===== src/rtl/alu_pkg.sv =====
// Shared ALU definitions: datapath width, opcode encodings, flag bit positions and the queued command layout.
package alu_pkg;

  localparam int DW    = 8;
  localparam int FLG_W = 4;

  localparam logic [2:0] OP_ADD = 3'b000;
  localparam logic [2:0] OP_SUB = 3'b001;
  localparam logic [2:0] OP_SHL = 3'b010;
  localparam logic [2:0] OP_SHR = 3'b011;
  localparam logic [2:0] OP_AND = 3'b100;
  localparam logic [2:0] OP_XOR = 3'b101;
  localparam logic [2:0] OP_NOT = 3'b110;
  localparam logic [2:0] OP_OR  = 3'b111;

  localparam int FLG_SIGN  = 0;
  localparam int FLG_CARRY = 1;
  localparam int FLG_ZERO  = 2;
  localparam int FLG_OVF   = 3;

  typedef struct packed {
    logic [2:0]    op;
    logic [DW-1:0] a;
    logic [DW-1:0] b;
  } cmd_t;

endpackage


===== src/rtl/alu_issue_pipe_if.sv =====
// Request, ALU-side and result buses of alu_issue_pipe.
// The pipe sits on the slave modport; the environment (producer, ALU and consumer) sits on the master modport.
interface alu_issue_pipe_if #(
  parameter int DW = alu_pkg::DW
);
  import alu_pkg::*;

  logic             in_valid;
  logic             in_ready;
  logic [DW-1:0]    in_a;
  logic [DW-1:0]    in_b;
  logic [2:0]       in_op;

  logic [DW-1:0]    alu_a;
  logic [DW-1:0]    alu_b;
  logic [2:0]       alu_op;
  logic [DW-1:0]    alu_x;
  logic [FLG_W-1:0] alu_flag;

  logic             out_valid;
  logic             out_ready;
  logic [DW-1:0]    out_x;
  logic [FLG_W-1:0] out_flag;
  logic [2:0]       out_op;

  modport slave (
    input  in_valid, in_a, in_b, in_op,
    output in_ready,
    output alu_a, alu_b, alu_op,
    input  alu_x, alu_flag,
    output out_valid, out_x, out_flag, out_op,
    input  out_ready
  );

  modport master (
    output in_valid, in_a, in_b, in_op,
    input  in_ready,
    input  alu_a, alu_b, alu_op,
    output alu_x, alu_flag,
    input  out_valid, out_x, out_flag, out_op,
    output out_ready
  );

endinterface


===== src/rtl/alu_cmd_fifo.sv =====
// alu_cmd_fifo: synchronous FIFO with wrap-bit pointers; flush empties it and outranks push/pop.
// Latency: a push is visible at the head one edge later; push while full and pop while empty are ignored.
module alu_cmd_fifo #(
  parameter int DEPTH = 4,
  parameter int W     = 19
) (
  input  logic                   clk,
  input  logic                   rst_n,
  input  logic                   flush,
  input  logic                   push,
  input  logic [W-1:0]           push_dat,
  input  logic                   pop,
  output logic [W-1:0]           pop_dat,
  output logic                   full,
  output logic                   empty,
  output logic [$clog2(DEPTH):0] count
);
  localparam int AW = $clog2(DEPTH);

  logic [W-1:0] mem_q [DEPTH];
  logic [AW:0]  wr_ptr_q, wr_ptr_d;
  logic [AW:0]  rd_ptr_q, rd_ptr_d;
  logic         do_push, do_pop;

  assign empty   = (wr_ptr_q == rd_ptr_q);
  assign full    = (wr_ptr_q[AW] != rd_ptr_q[AW]) && (wr_ptr_q[AW-1:0] == rd_ptr_q[AW-1:0]);
  assign count   = wr_ptr_q - rd_ptr_q;
  assign pop_dat = mem_q[rd_ptr_q[AW-1:0]];
  assign do_push = push && !full && !flush;
  assign do_pop  = pop && !empty && !flush;

  always_comb begin
    wr_ptr_d = wr_ptr_q;
    rd_ptr_d = rd_ptr_q;
    if (flush) begin
      wr_ptr_d = '0;
      rd_ptr_d = '0;
    end else begin
      if (do_push) wr_ptr_d = wr_ptr_q + 1'b1;
      if (do_pop)  rd_ptr_d = rd_ptr_q + 1'b1;
    end
  end

  always_ff @(posedge clk or negedge rst_n) begin
    if (!rst_n) begin
      wr_ptr_q <= '0;
      rd_ptr_q <= '0;
    end else begin
      wr_ptr_q <= wr_ptr_d;
      rd_ptr_q <= rd_ptr_d;
    end
  end

  // Storage needs no reset: the pointers alone decide what is valid.
  always_ff @(posedge clk) begin
    if (do_push) mem_q[wr_ptr_q[AW-1:0]] <= push_dat;
  end

endmodule


===== src/rtl/alu_issue_pipe.sv =====
// alu_issue_pipe: command FIFO -> registered issue stage (S1) -> combinational ALU -> registered capture stage (S2).
// Latency 2 edges from accept to out_valid, 1 op/cycle; out_ready low stalls S2, then S1, then the FIFO fills and in_ready drops.
// Optional build macro ALU_STICKY_FLAGS_EN adds sticky_clr/sticky_flag, an OR-accumulation of captured flags.
module alu_issue_pipe
  import alu_pkg::*;
#(
  parameter int DEPTH = 4,
  parameter int DW    = alu_pkg::DW
) (
  input  logic                   clk,
  input  logic                   rst_n,
  input  logic                   flush,
`ifdef ALU_STICKY_FLAGS_EN
  input  logic                   sticky_clr,
  output logic [FLG_W-1:0]       sticky_flag,
`endif
  alu_issue_pipe_if.slave        bus,
  output logic [$clog2(DEPTH):0] fifo_count
);
  cmd_t             push_cmd, head_cmd;
  logic             fifo_full, fifo_empty;
  logic             push, pop, s1_adv, s2_adv, capture;

  logic             s1_valid_q, s1_valid_d;
  logic [DW-1:0]    alu_a_q, alu_a_d, alu_b_q, alu_b_d;
  logic [2:0]       alu_op_q, alu_op_d;
  logic             out_valid_q, out_valid_d;
  logic [DW-1:0]    out_x_q, out_x_d;
  logic [FLG_W-1:0] out_flag_q, out_flag_d;
  logic [2:0]       out_op_q, out_op_d;

  assign push_cmd = '{op: bus.in_op, a: bus.in_a, b: bus.in_b};
  assign push     = bus.in_valid && !fifo_full;
  assign s2_adv   = !out_valid_q || bus.out_ready;
  assign s1_adv   = !s1_valid_q || s2_adv;
  assign pop      = s1_adv && !fifo_empty && !flush;
  assign capture  = s2_adv && s1_valid_q && !flush;

  alu_cmd_fifo #(
    .DEPTH (DEPTH),
    .W     ($bits(cmd_t))
  ) u_fifo (
    .clk      (clk),
    .rst_n    (rst_n),
    .flush    (flush),
    .push     (push),
    .push_dat (push_cmd),
    .pop      (pop),
    .pop_dat  (head_cmd),
    .full     (fifo_full),
    .empty    (fifo_empty),
    .count    (fifo_count)
  );

  always_comb begin
    s1_valid_d  = s1_valid_q;
    alu_a_d     = alu_a_q;
    alu_b_d     = alu_b_q;
    alu_op_d    = alu_op_q;
    out_valid_d = out_valid_q;
    out_x_d     = out_x_q;
    out_flag_d  = out_flag_q;
    out_op_d    = out_op_q;
    // Flush kills the valid bits only; data registers keep their last contents.
    if (flush) begin
      s1_valid_d  = 1'b0;
      out_valid_d = 1'b0;
    end else begin
      if (s2_adv) out_valid_d = s1_valid_q;
      if (capture) begin
        out_x_d    = bus.alu_x;
        out_flag_d = bus.alu_flag;
        out_op_d   = alu_op_q;
      end
      if (s1_adv) begin
        s1_valid_d = !fifo_empty;
        if (!fifo_empty) begin
          alu_a_d  = head_cmd.a;
          alu_b_d  = head_cmd.b;
          alu_op_d = head_cmd.op;
        end
      end
    end
  end

  always_ff @(posedge clk or negedge rst_n) begin
    if (!rst_n) begin
      s1_valid_q  <= 1'b0;
      alu_a_q     <= '0;
      alu_b_q     <= '0;
      alu_op_q    <= '0;
      out_valid_q <= 1'b0;
      out_x_q     <= '0;
      out_flag_q  <= '0;
      out_op_q    <= '0;
    end else begin
      s1_valid_q  <= s1_valid_d;
      alu_a_q     <= alu_a_d;
      alu_b_q     <= alu_b_d;
      alu_op_q    <= alu_op_d;
      out_valid_q <= out_valid_d;
      out_x_q     <= out_x_d;
      out_flag_q  <= out_flag_d;
      out_op_q    <= out_op_d;
    end
  end

  assign bus.in_ready  = !fifo_full;
  assign bus.alu_a     = alu_a_q;
  assign bus.alu_b     = alu_b_q;
  assign bus.alu_op    = alu_op_q;
  assign bus.out_valid = out_valid_q;
  assign bus.out_x     = out_x_q;
  assign bus.out_flag  = out_flag_q;
  assign bus.out_op    = out_op_q;

`ifdef ALU_STICKY_FLAGS_EN
  logic [FLG_W-1:0] sticky_q, sticky_d;

  // Clear first, then OR in a same-cycle capture so the new flags survive the clear.
  always_comb begin
    sticky_d = sticky_q;
    if (sticky_clr) sticky_d = '0;
    if (capture)    sticky_d = sticky_d | bus.alu_flag;
  end

  always_ff @(posedge clk or negedge rst_n) begin
    if (!rst_n) sticky_q <= '0;
    else        sticky_q <= sticky_d;
  end

  assign sticky_flag = sticky_q;
`endif

endmodule


===== src/flat_wrapper.sv =====
// flat-port wrapper written by rule: the top's interface ports become plain ports
module alu_issue_pipe_flat import alu_pkg::*;
#(
  parameter int DEPTH = 4,
  parameter int DW    = alu_pkg::DW
)
  (clk, rst_n, flush, fifo_count, bus_in_valid, bus_in_a, bus_in_b, bus_in_op, bus_in_ready, bus_alu_a, bus_alu_b, bus_alu_op, bus_alu_x, bus_alu_flag, bus_out_valid, bus_out_x, bus_out_flag, bus_out_op, bus_out_ready);
  alu_issue_pipe_if #(.DW(DW)) bus_i ();
  input  logic clk;
  input  logic rst_n;
  input  logic flush;
  output logic [$clog2(DEPTH):0] fifo_count;
  input wire logic [$bits(bus_i.in_valid)-1:0] bus_in_valid;
  input wire logic [$bits(bus_i.in_a)-1:0] bus_in_a;
  input wire logic [$bits(bus_i.in_b)-1:0] bus_in_b;
  input wire logic [$bits(bus_i.in_op)-1:0] bus_in_op;
  output wire logic [$bits(bus_i.in_ready)-1:0] bus_in_ready;
  output wire logic [$bits(bus_i.alu_a)-1:0] bus_alu_a;
  output wire logic [$bits(bus_i.alu_b)-1:0] bus_alu_b;
  output wire logic [$bits(bus_i.alu_op)-1:0] bus_alu_op;
  input wire logic [$bits(bus_i.alu_x)-1:0] bus_alu_x;
  input wire logic [$bits(bus_i.alu_flag)-1:0] bus_alu_flag;
  output wire logic [$bits(bus_i.out_valid)-1:0] bus_out_valid;
  output wire logic [$bits(bus_i.out_x)-1:0] bus_out_x;
  output wire logic [$bits(bus_i.out_flag)-1:0] bus_out_flag;
  output wire logic [$bits(bus_i.out_op)-1:0] bus_out_op;
  input wire logic [$bits(bus_i.out_ready)-1:0] bus_out_ready;
  assign bus_i.in_valid = bus_in_valid;
  assign bus_i.in_a = bus_in_a;
  assign bus_i.in_b = bus_in_b;
  assign bus_i.in_op = bus_in_op;
  assign bus_in_ready = bus_i.in_ready;
  assign bus_alu_a = bus_i.alu_a;
  assign bus_alu_b = bus_i.alu_b;
  assign bus_alu_op = bus_i.alu_op;
  assign bus_i.alu_x = bus_alu_x;
  assign bus_i.alu_flag = bus_alu_flag;
  assign bus_out_valid = bus_i.out_valid;
  assign bus_out_x = bus_i.out_x;
  assign bus_out_flag = bus_i.out_flag;
  assign bus_out_op = bus_i.out_op;
  assign bus_i.out_ready = bus_out_ready;
  alu_issue_pipe #(.DEPTH(DEPTH), .DW(DW)) u_core (.clk(clk), .rst_n(rst_n), .flush(flush), .bus(bus_i), .fifo_count(fifo_count));
endmodule

===== config.mk =====
export PLATFORM = sky130hd
export DESIGN_NAME = alu_issue_pipe_flat
export DESIGN_NICKNAME = d
export VERILOG_FILES = /design/src/rtl/alu_pkg.sv /design/src/rtl/alu_issue_pipe_if.sv /design/src/rtl/alu_cmd_fifo.sv /design/src/rtl/alu_issue_pipe.sv /design/src/flat_wrapper.sv
export SDC_FILE = /design/constraint.sdc
export NUM_CORES = 1
export LEC_CHECK = 0
export CORE_MARGIN = 1
export CORE_UTILIZATION = 55
export DETAILED_ROUTE_END_ITERATION = 6
export HOLD_SLACK_MARGIN = 0.15
export PLACE_DENSITY = 0.82
export SLEW_MARGIN = 20
export SYNTH_ARGS = -nofsm -noshare
export SYNTH_HDL_FRONTEND = slang
export SYNTH_SLANG_ARGS = --single-unit

===== constraint.sdc =====
create_clock -name clk -period 4.97 [get_ports clk]
set_input_delay 0.7455 -clock clk [delete_from_list [all_inputs] [get_ports clk]]
set_output_delay 0.7455 -clock clk [all_outputs]
set_load 0.1 [all_outputs]

==> impl_metrics.py, run 1 <==
metrics = {
    "drt": {
        "drt-vias-per-instance": 5.466,
        "wl_per_cell_microns": 18.56,
        "first_iter_violations": 153,
        "met2RoutedLength_mm": 3.993,
        "highest_layer": "met4",
        "routed_wirelength_mm": 8.128,
        "via_total_after_detailed_routing": 2394,
        "route.detailed.drc": 0,
        "post_route_m1_wl_mm": 3.613,
        "drtAntennaViolNets": 0,
        "met3WireLength_microns": 451,
        "firstDrtPassIters": 4,
    },
    "placement": {
        "dp_hpwl_mm": 4.788,
        "finalWeightedCongestion": 0.7737,
        "count_of_port_buffers_added_during_placement": 74,
    },
    "clock_network": {
        "postCtsHoldBufs": 0,
        "tritoncts": "done",
        "cts.root.buffer_cell": "clkbuf_8",
        "cts_resized": 0,
        "ctsLongestPathBuffers": 2,
        "clock_insertion_delay_worst_skew_ps": 500,
        "cts.sink_count": 118,
        "cts.reportedPaths.clkPinSlew_ps": 60,
        "numCtsBuffers": 17,
        "cts.htree.levels": 4,
        "number_of_setup_buffers_added_after_cts": 0,
    },
    "job": {
        "maxCapViolations": 0,
    },
    "worst_setup_path": {
        "crit_slowest_cell": "clkdlybuf4s50_1",
        "worst-path-buf-inv": 3,
        "slowest_delay_ps": 1130,
        "critical_path.startpoint_type": "flip-flop",
        "worst_ep_required_time_ps": 4220,
        "path_depth": 4,
        "r2r-start": "u_core.u_fifo.rd_ptr_q[0]",
        "timing.critical_path.to_type": "primary output",
        "crit_chain": "buf_4 > ha_1 > inv_1 > clkdlybuf4s50_1",
        "worstPathMaxFanout": 23,
        "timing_worst_setup_path_type": "reg2out",
        "regToRegSetupSlack_ps": 2180,
        "crit-reg2reg-capture": "u_core.u_fifo.mem_q[3][1]",
        "timing.reg2reg.worst_path_depth": 5,
        "critical-path-top-delay-family": "buffers and inverters",
        "critPathArrivalTime_ps": 2850,
    },
    "yosys": {
        "netlist_top_cells_area": "edfxtp_1 49%, dfrtp_1 23%, mux4_2 9.2%, mux2_2 6.6%, mux2_4 3.2%",
        "ys.warnings.count": 0,
        "ys_types": 31,
        "synth_seq_cells": 118,
        "syn-instance-count": 232,
        "syn_area_sq_mm": 0.004638,
        "leading_area_contributor_after_synthesis": "edfxtp_1",
        "synth_nets": 276,
        "yosysSeqAreaShare": 0.7186,
        "synthDominantCellAreaShare": 0.4920,
        "syn_avg_cell_area_sq_um": 19.99,
    },
    "timing": {
        "setup-tns-final_ps": 0,
        "slew_headroom": 0.3225,
        "final.period_utilization": 0.7228,
        "maxSlewViolCount": 0,
        "post-route-min-period_ps": 3592,
        "grt_setup_unrepaired": "false",
        "final-setup-viol-count": 0,
        "final.setup_skew_ps": 7.951,
        "worst_pin_slew_ps": 1016,
        "max_clock_freq_mhz": 278.4,
        "final_hold_viol_count": 0,
    },
    "global_route": {
        "grt_first_pass_wirelength_mm": 12.83,
        "grt_max_degree": 43,
        "grt_util_all_layers": 0.2063,
        "vias_in_the_first_global_route": 2442,
        "globalRouteOverflowTotal": 0,
        "antenna_found_initial": 0,
    },
    "finish": {
        "layout.cells.most_common": "edfxtp_1",
        "num-nets-final": 364,
        "layout-area-overhead-vs-synth_pct": 30.56,
        "antenna_cells_inserted": 0,
        "layout-drive-gt1-share": 0.2973,
        "mostFrequentLayoutCells": "76 x edfxtp_1, 70 x clkdlybuf4s50_1, 42 x dfrtp_1",
    },
    "outcome": {
        "status": "finished clean",
    },
    "floorplan": {
        "floorplan.core_area_sq_mm": 0.008175,
        "die_outline_height_microns": 93.83,
        "floorplan.initialDensity": 0.5673,
        "chipWidth_microns": 93.83,
        "row_count": 33,
        "top_level_ports": 75,
        "total_die_area_sq_mm": 0.008804,
    },
    "min_path": {
        "timing.hold.worst.class": "in2async",
    },
}
## stage by stage
stage          hold WS, ps  cells  utilization  instance area [sq um]  worst slack (ps)
2_1_floorplan        449.9    232            -                   4638              1606
3_3_place_gp         488.6    406       0.6705                   5482              1923
3_5_place_dp         493.3    406       0.6705                   5482              1882
4_1_cts              416.4    438       0.7397                   6047              1305
5_1_grt              260.1    438       0.7407                   6056              1224
6_report             234.9    438       0.7407                   6056              1378
## cell families after synthesis
family	after synthesis	synth area share
compound gates	9	0.01970
xor+xnor	2	0.005396
fa+ha+maj	8	0.02320
buf+inv	16	0.01484
flops	118	0.7186
mux	57	0.1923
simple gates	22	0.02590
## cell usage after synthesis, drive strengths merged
library cell and instances:
ha 7, edfxtp 76, mux2i 1, clkbuf 5, nor2b 3, nor2 8, or2 1, a211o 1
inv 8, o31ai 1, dfrtp 42, mux4 19, a311oi 2, nor3b 2, mux2 37, o21a 1
and3 4, o311ai 1, nand2 3, a31oi 1, and3b 1, xnor2 2, fa 1, buf 3
o2111ai 2
## layer usage
metal	up-vias	GRT usage
li1	1084	-
met4	0	0.09744
met5	-	0
met2	97	0.3120
met1	1207	0.2825
met3	6	0.05340
## state kept, by name, summed over array words and instances, names as in the netlist
signal / flops
u_core.s1_valid_q: 1
u_core.bus.out_op: 3
u_core.u_fifo.wr_ptr_q: 3
u_core.bus.out_x: 8
u_core.bus.out_flag: 4
u_core.bus.alu_b: 8
u_core.bus.out_valid: 1
u_core.u_fifo.rd_ptr_q: 3
u_core.u_fifo.mem_q: 76
u_core.bus.alu_op: 3
u_core.bus.alu_a: 8
## how the worst max path moves through the flow
stage                     slack (ps)                      start                endpoint
final                           1380  u_core.u_fifo.rd_ptr_q[0]           fifo_count[0]
after global routing            1220  u_core.u_fifo.rd_ptr_q[0]           fifo_count[0]
after CTS                       1310  u_core.u_fifo.rd_ptr_q[0]           fifo_count[0]
after detailed placement        1880                      flush  u_core.bus.out_flag[0]
after global placement          1920  u_core.u_fifo.rd_ptr_q[0]           fifo_count[0]
after floorplan                 1610  u_core.u_fifo.wr_ptr_q[0]           fifo_count[2]
## cell type report
type	count	area, sq um
sequential	118	3333
fill	490	2120
multi-input combinational	98	1242
timing repair buffer	77	753.2
clock buffer	18	439.2
tap	105	131.4
clock inverter	14	126.4
inverter	8	30.03
## worst register-to-register path: stages (launching register included)
cell and delay (ps):
dfrtp_1 340, buf_4 380, ha_1 390, nand2_1 190, o21a_1 230, and3_1 860
Power of run 1 is left out: the tool's default activity adds up to more than one toggle a clock period on the data nets, which glitch-free logic cannot reach.
==> inputs of run 2 (changes only) <==
Settings changed: CORE_UTILIZATION 55 to 53, PLACE_DENSITY 0.82 to 0.79.
Clock period 4.97 ns to 3.54 ns, I/O delays scaled along.
==> impl_metrics.py, run 2 (synthesized netlist as in run 1, its figures left out) <==
metrics = {
    "floorplan": {
        "row_count": 33,
        "die_outline_height_microns": 95.55,
        "total_die_area_sq_mm": 0.009130,
        "floorplan.initialDensity": 0.5561,
        "floorplan.core_area_sq_mm": 0.008341,
        "chipWidth_microns": 95.55,
        "top_level_ports": 75,
    },
    "finish": {
        "mostFrequentLayoutCells": "76 x edfxtp_1, 69 x clkdlybuf4s50_1, 42 x dfrtp_1",
        "num-nets-final": 369,
        "layout-area-overhead-vs-synth_pct": 31.48,
        "layout-drive-gt1-share": 0.2988,
        "layout.cells.most_common": "edfxtp_1",
        "flip_flop_count_of_the_largest_register_all_copies_and_words_added": 76,
        "antenna_cells_inserted": 0,
    },
    "worst_setup_path": {
        "critPathLaunch": "u_core.u_fifo.wr_ptr_q[0]",
        "critical_path.startpoint_type": "flip-flop",
        "critPathArrivalTime_ps": 2130,
        "crit-reg2reg-capture": "u_core.u_fifo.mem_q[0][18]",
        "crit_path_end": "bus_in_ready",
        "timing.critical_path.to_type": "primary output",
        "timing_worst_setup_path_type": "reg2out",
        "timing.reg2reg.worst_path_depth": 6,
        "regToRegSetupSlack_ps": 1350,
        "worstPathMaxFanout": 5,
        "worst_ep_required_time_ps": 3010,
        "r2r-start": "u_core.u_fifo.wr_ptr_q[0]",
    },
    "clock_network": {
        "ctsLongestPathBuffers": 2,
        "number_of_setup_buffers_added_after_cts": 0,
        "cts.reportedPaths.clkPinSlew_ps": 50,
        "cts.htree.levels": 4,
        "cts_resized": 0,
        "postCtsHoldBufs": 0,
        "cts.root.buffer_cell": "clkbuf_8",
        "clock_insertion_delay_worst_skew_ps": 500,
        "numCtsBuffers": 17,
        "cts.sink_count": 118,
        "tritoncts": "done",
    },
    "timing": {
        "final.setup_skew_ps": 6.639,
        "grt_setup_unrepaired": "false",
        "worst_pin_slew_ps": 1006,
        "final.period_utilization": 0.7523,
        "slew_headroom": 0.3274,
        "maxSlewViolCount": 0,
        "post-route-min-period_ps": 2663,
        "max_clock_freq_mhz": 375.5,
        "final_hold_viol_count": 0,
        "setup-tns-final_ps": 0,
        "final-setup-viol-count": 0,
    },
    "global_route": {
        "top_usage_layer": "met2",
        "antenna_found_initial": 0,
        "vias_in_the_first_global_route": 2489,
        "globalRouteOverflowTotal": 0,
        "met2_track_demand_over_resource": 0.3321,
        "grt_util_all_layers": 0.1951,
        "grt_first_pass_wirelength_mm": 12.50,
        "met3_usage": 0.06140,
        "grt_max_degree": 43,
        "grt.met1_usage": 0.2325,
    },
    "min_path": {
        "timing.hold.worst.class": "in2async",
    },
    "drt": {
        "firstDrtPassIters": 4,
        "first_iter_violations": 74,
        "wl_per_cell_microns": 17.97,
        "via_total_after_detailed_routing": 2365,
        "route.detailed.drc": 0,
        "drt-vias-per-instance": 5.339,
        "drtAntennaViolNets": 0,
        "routed_wirelength_mm": 7.962,
    },
    "placement": {
        "dp_hpwl_mm": 4.800,
        "finalWeightedCongestion": 0.7549,
        "count_of_port_buffers_added_during_placement": 74,
    },
    "outcome": {
        "status": "finished clean",
    },
    "job": {
        "maxCapViolations": 0,
    },
}
[run 2: per-stage QoR]
step	worst slack [ps]	util	hold slack [ps]	area (sq um)	std cells
2_1_floorplan	390.6	-	235.4	4638	232
6_report	877.0	0.7312	175.7	6098	443
5_1_grt	771.2	0.7312	262.2	6098	443
3_5_place_dp	1076	0.6659	494.9	5554	411
3_3_place_gp	1137	0.6659	488.8	5554	411
4_1_cts	844.2	0.7312	211.4	6098	443
[run 2: metal layers]
metal  part of all wire  wire, microns  up-vias
met1               0.41           3256     1185
li1                   -              -     1094
met5                  0              0        -
met4              0.012             96        0
met3              0.065            516       11
met2               0.51           4092       75
[run 2: how the worst min path moves through the flow]
stage                         startpoint              endpoint  slack, ps  depth (start not counted)
detailed placement   u_core.bus.out_x[5]   u_core.bus.out_x[5]        490                          1
global route                       rst_n   u_core.bus.out_x[4]        260                          1
global placement    u_core.bus.out_op[0]  u_core.bus.out_op[0]        490                          1
floorplan                          rst_n   u_core.bus.alu_a[0]        240                          0
CTS                                rst_n  u_core.bus.alu_op[1]        210                          1
finish                             rst_n   u_core.bus.out_x[4]        180                          1
[run 2: critical path: stages, from the launching register on]
cell and delay [ps]:
dfrtp_1 400, inv_1 120, ha_1 430, nand2_1 160
or2_2 340, buf_12 180
[run 2: area by class of cell]
type / instances / area, sq um
fill: 512 / 2242
clock buffer: 23 / 466.7
tap: 105 / 131.4
sequential: 118 / 3333
clock inverter: 9 / 77.57
inverter: 8 / 30.03
timing repair buffer: 82 / 823.3
multi-input combinational: 98 / 1236
Power of run 2 is left out for the same reason.
==> inputs of run 3 (changes only) <==
Clock period 3.54 ns to 2.5 ns, I/O delays scaled along.
==> impl_metrics.py, run 3 (synthesized netlist as in run 1, its figures left out) <==
metrics = {
    "global_route": {
        "globalRouteOverflowTotal": 0,
        "antenna_found_initial": 0,
        "vias_in_the_first_global_route": 2545,
        "grt_first_pass_wirelength_mm": 13.36,
        "grt_util_all_layers": 0.2102,
        "grt_max_degree": 43,
    },
    "floorplan": {
        "total_die_area_sq_mm": 0.009130,
        "row_count": 33,
        "die_outline_height_microns": 95.55,
        "floorplan.core_area_sq_mm": 0.008341,
        "chipWidth_microns": 95.55,
        "top_level_ports": 75,
        "floorplan.initialDensity": 0.5561,
    },
    "worst_setup_path": {
        "worstPathMaxFanout": 5,
        "slowest_delay_ps": 440,
        "crit_chain": "ha_1 > nand2_1 > or2_2 > buf_12",
        "timing.critical_path.to_type": "primary output",
        "worst-path-buf-inv": 1,
        "crit-reg2reg-capture": "u_core.u_fifo.mem_q[1][14]",
        "critical-path-top-delay-family": "simple AND/OR/NAND/NOR gates",
        "r2r-start": "u_core.u_fifo.wr_ptr_q[1]",
        "critPathArrivalTime_ps": 2020,
        "timing_worst_setup_path_type": "reg2out",
        "regToRegSetupSlack_ps": 510,
        "crit_slowest_cell": "dfrtp_1",
        "timing.reg2reg.worst_path_depth": 5,
        "worst_ep_required_time_ps": 2120,
        "critical_path.startpoint_type": "flip-flop",
    },
    "finish": {
        "flip_flop_count_of_the_largest_register_all_copies_and_words_added": 76,
        "layout.cells.most_common": "edfxtp_1",
        "antenna_cells_inserted": 0,
        "layout-area-overhead-vs-synth_pct": 33.94,
        "post_layout_nonfiller_instances": 445,
        "mostFrequentLayoutCells": "76 x edfxtp_1, 42 x dfrtp_1, 40 x buf_4",
        "num-nets-final": 371,
        "layout-drive-gt1-share": 0.4059,
    },
    "clock_network": {
        "cts.reportedPaths.clkPinSlew_ps": 60,
        "clock_insertion_delay_worst_skew_ps": 500,
        "number_of_setup_buffers_added_after_cts": 0,
        "numCtsBuffers": 17,
        "ctsLongestPathBuffers": 2,
        "cts.root.buffer_cell": "clkbuf_8",
        "cts.sink_count": 118,
        "tritoncts": "done",
        "cts.htree.levels": 4,
    },
    "timing": {
        "maxSlewViolCount": 0,
        "final.period_utilization": 0.9577,
        "slew_headroom": 0.6257,
        "max_clock_freq_mhz": 417.7,
        "setup-tns-final_ps": 0,
        "worst_pin_slew_ps": 561.4,
        "final_hold_viol_count": 0,
        "final.setup_skew_ps": 8.026,
        "post-route-min-period_ps": 2394,
        "grt_setup_unrepaired": "false",
        "final-setup-viol-count": 0,
    },
    "drt": {
        "first_iter_violations": 107,
        "routed_wirelength_mm": 8.589,
        "route.detailed.drc": 0,
        "firstDrtPassIters": 4,
        "drt-vias-per-instance": 5.508,
        "met2RoutedLength_mm": 4.363,
        "post_route_m1_wl_mm": 3.646,
        "wl_per_cell_microns": 19.30,
        "met3WireLength_microns": 484,
        "via_total_after_detailed_routing": 2451,
        "drtAntennaViolNets": 0,
        "highest_layer": "met4",
    },
    "placement": {
        "post-place-cells": 412,
        "finalWeightedCongestion": 0.7519,
        "count_of_port_buffers_added_during_placement": 74,
        "dp_hpwl_mm": 5.068,
    },
    "job": {
        "maxCapViolations": 0,
    },
    "min_path": {
        "timing.hold.worst.class": "in2async",
    },
    "outcome": {
        "status": "finished clean",
    },
}
[run 3: changes by cell type in the layout (fill, tap and decap cells not counted), moves of 3 or more]
cell and delta:
bufinv_16 +4, buf_12 +6, buf_4 +31, clkdlybuf4s50_1 -35
clkinv_2 -3
[run 3: through the flow]
step / setup WS (ps) / util / hold WS [ps] / instance area, sq um
2_1_floorplan: 74.65 / - / 79.41 / 4646
3_3_place_gp: 395.7 / 0.6662 / 490.2 / 5557
3_5_place_dp: 343.5 / 0.6662 / 497.8 / 5557
4_1_cts: 12.99 / 0.7433 / 463.7 / 6200
5_1_grt: 17.13 / 0.7448 / 479.1 / 6212
6_report: 105.8 / 0.7448 / 414.4 / 6212
[run 3: what timing repair did]
action,CTS,global route
setup endpoints to repair,1,2
endpoints found under the hold margin,42,0
pin swaps,0,1
resized for setup,1,1
hold buffers,1,0
[run 3: area by class of cell]
cell class / instances / area [sq um]
inverter: 8 / 30.03
clock buffer: 23 / 456.7
tap: 105 / 131.4
sequential: 118 / 3333
fill: 469 / 2128
clock inverter: 9 / 173.9
timing repair buffer: 84 / 830.8
multi-input combinational: 98 / 1256
[run 3: routing by layer]
layer / up-vias / global-route usage
li1: 1102 / -
met1: 1257 / 0.2705
met2: 83 / 0.3405
met3: 9 / 0.05742
met4: 0 / 0.08582
met5: - / 0
[run 3: worst max-delay path by stage]
| stage | slack (ps) | depth (start not counted) | end | startpoint |
|---|---|---|---|---|
| after global routing | 20 | 5 | bus_in_ready | u_core.u_fifo.rd_ptr_q[1] |
| after global placement | 400 | 5 | u_core.bus.alu_a[7] | bus_out_ready |
| after detailed placement | 340 | 5 | u_core.bus.alu_a[4] | bus_out_ready |
| after CTS | 10 | 5 | bus_in_ready | u_core.u_fifo.wr_ptr_q[0] |
| after floorplan | 70 | 6 | u_core.u_fifo.mem_q[0][0] | u_core.u_fifo.rd_ptr_q[1] |
| final | 110 | 4 | bus_in_ready | u_core.u_fifo.wr_ptr_q[1] |
Power of run 3 is left out for the same reason.
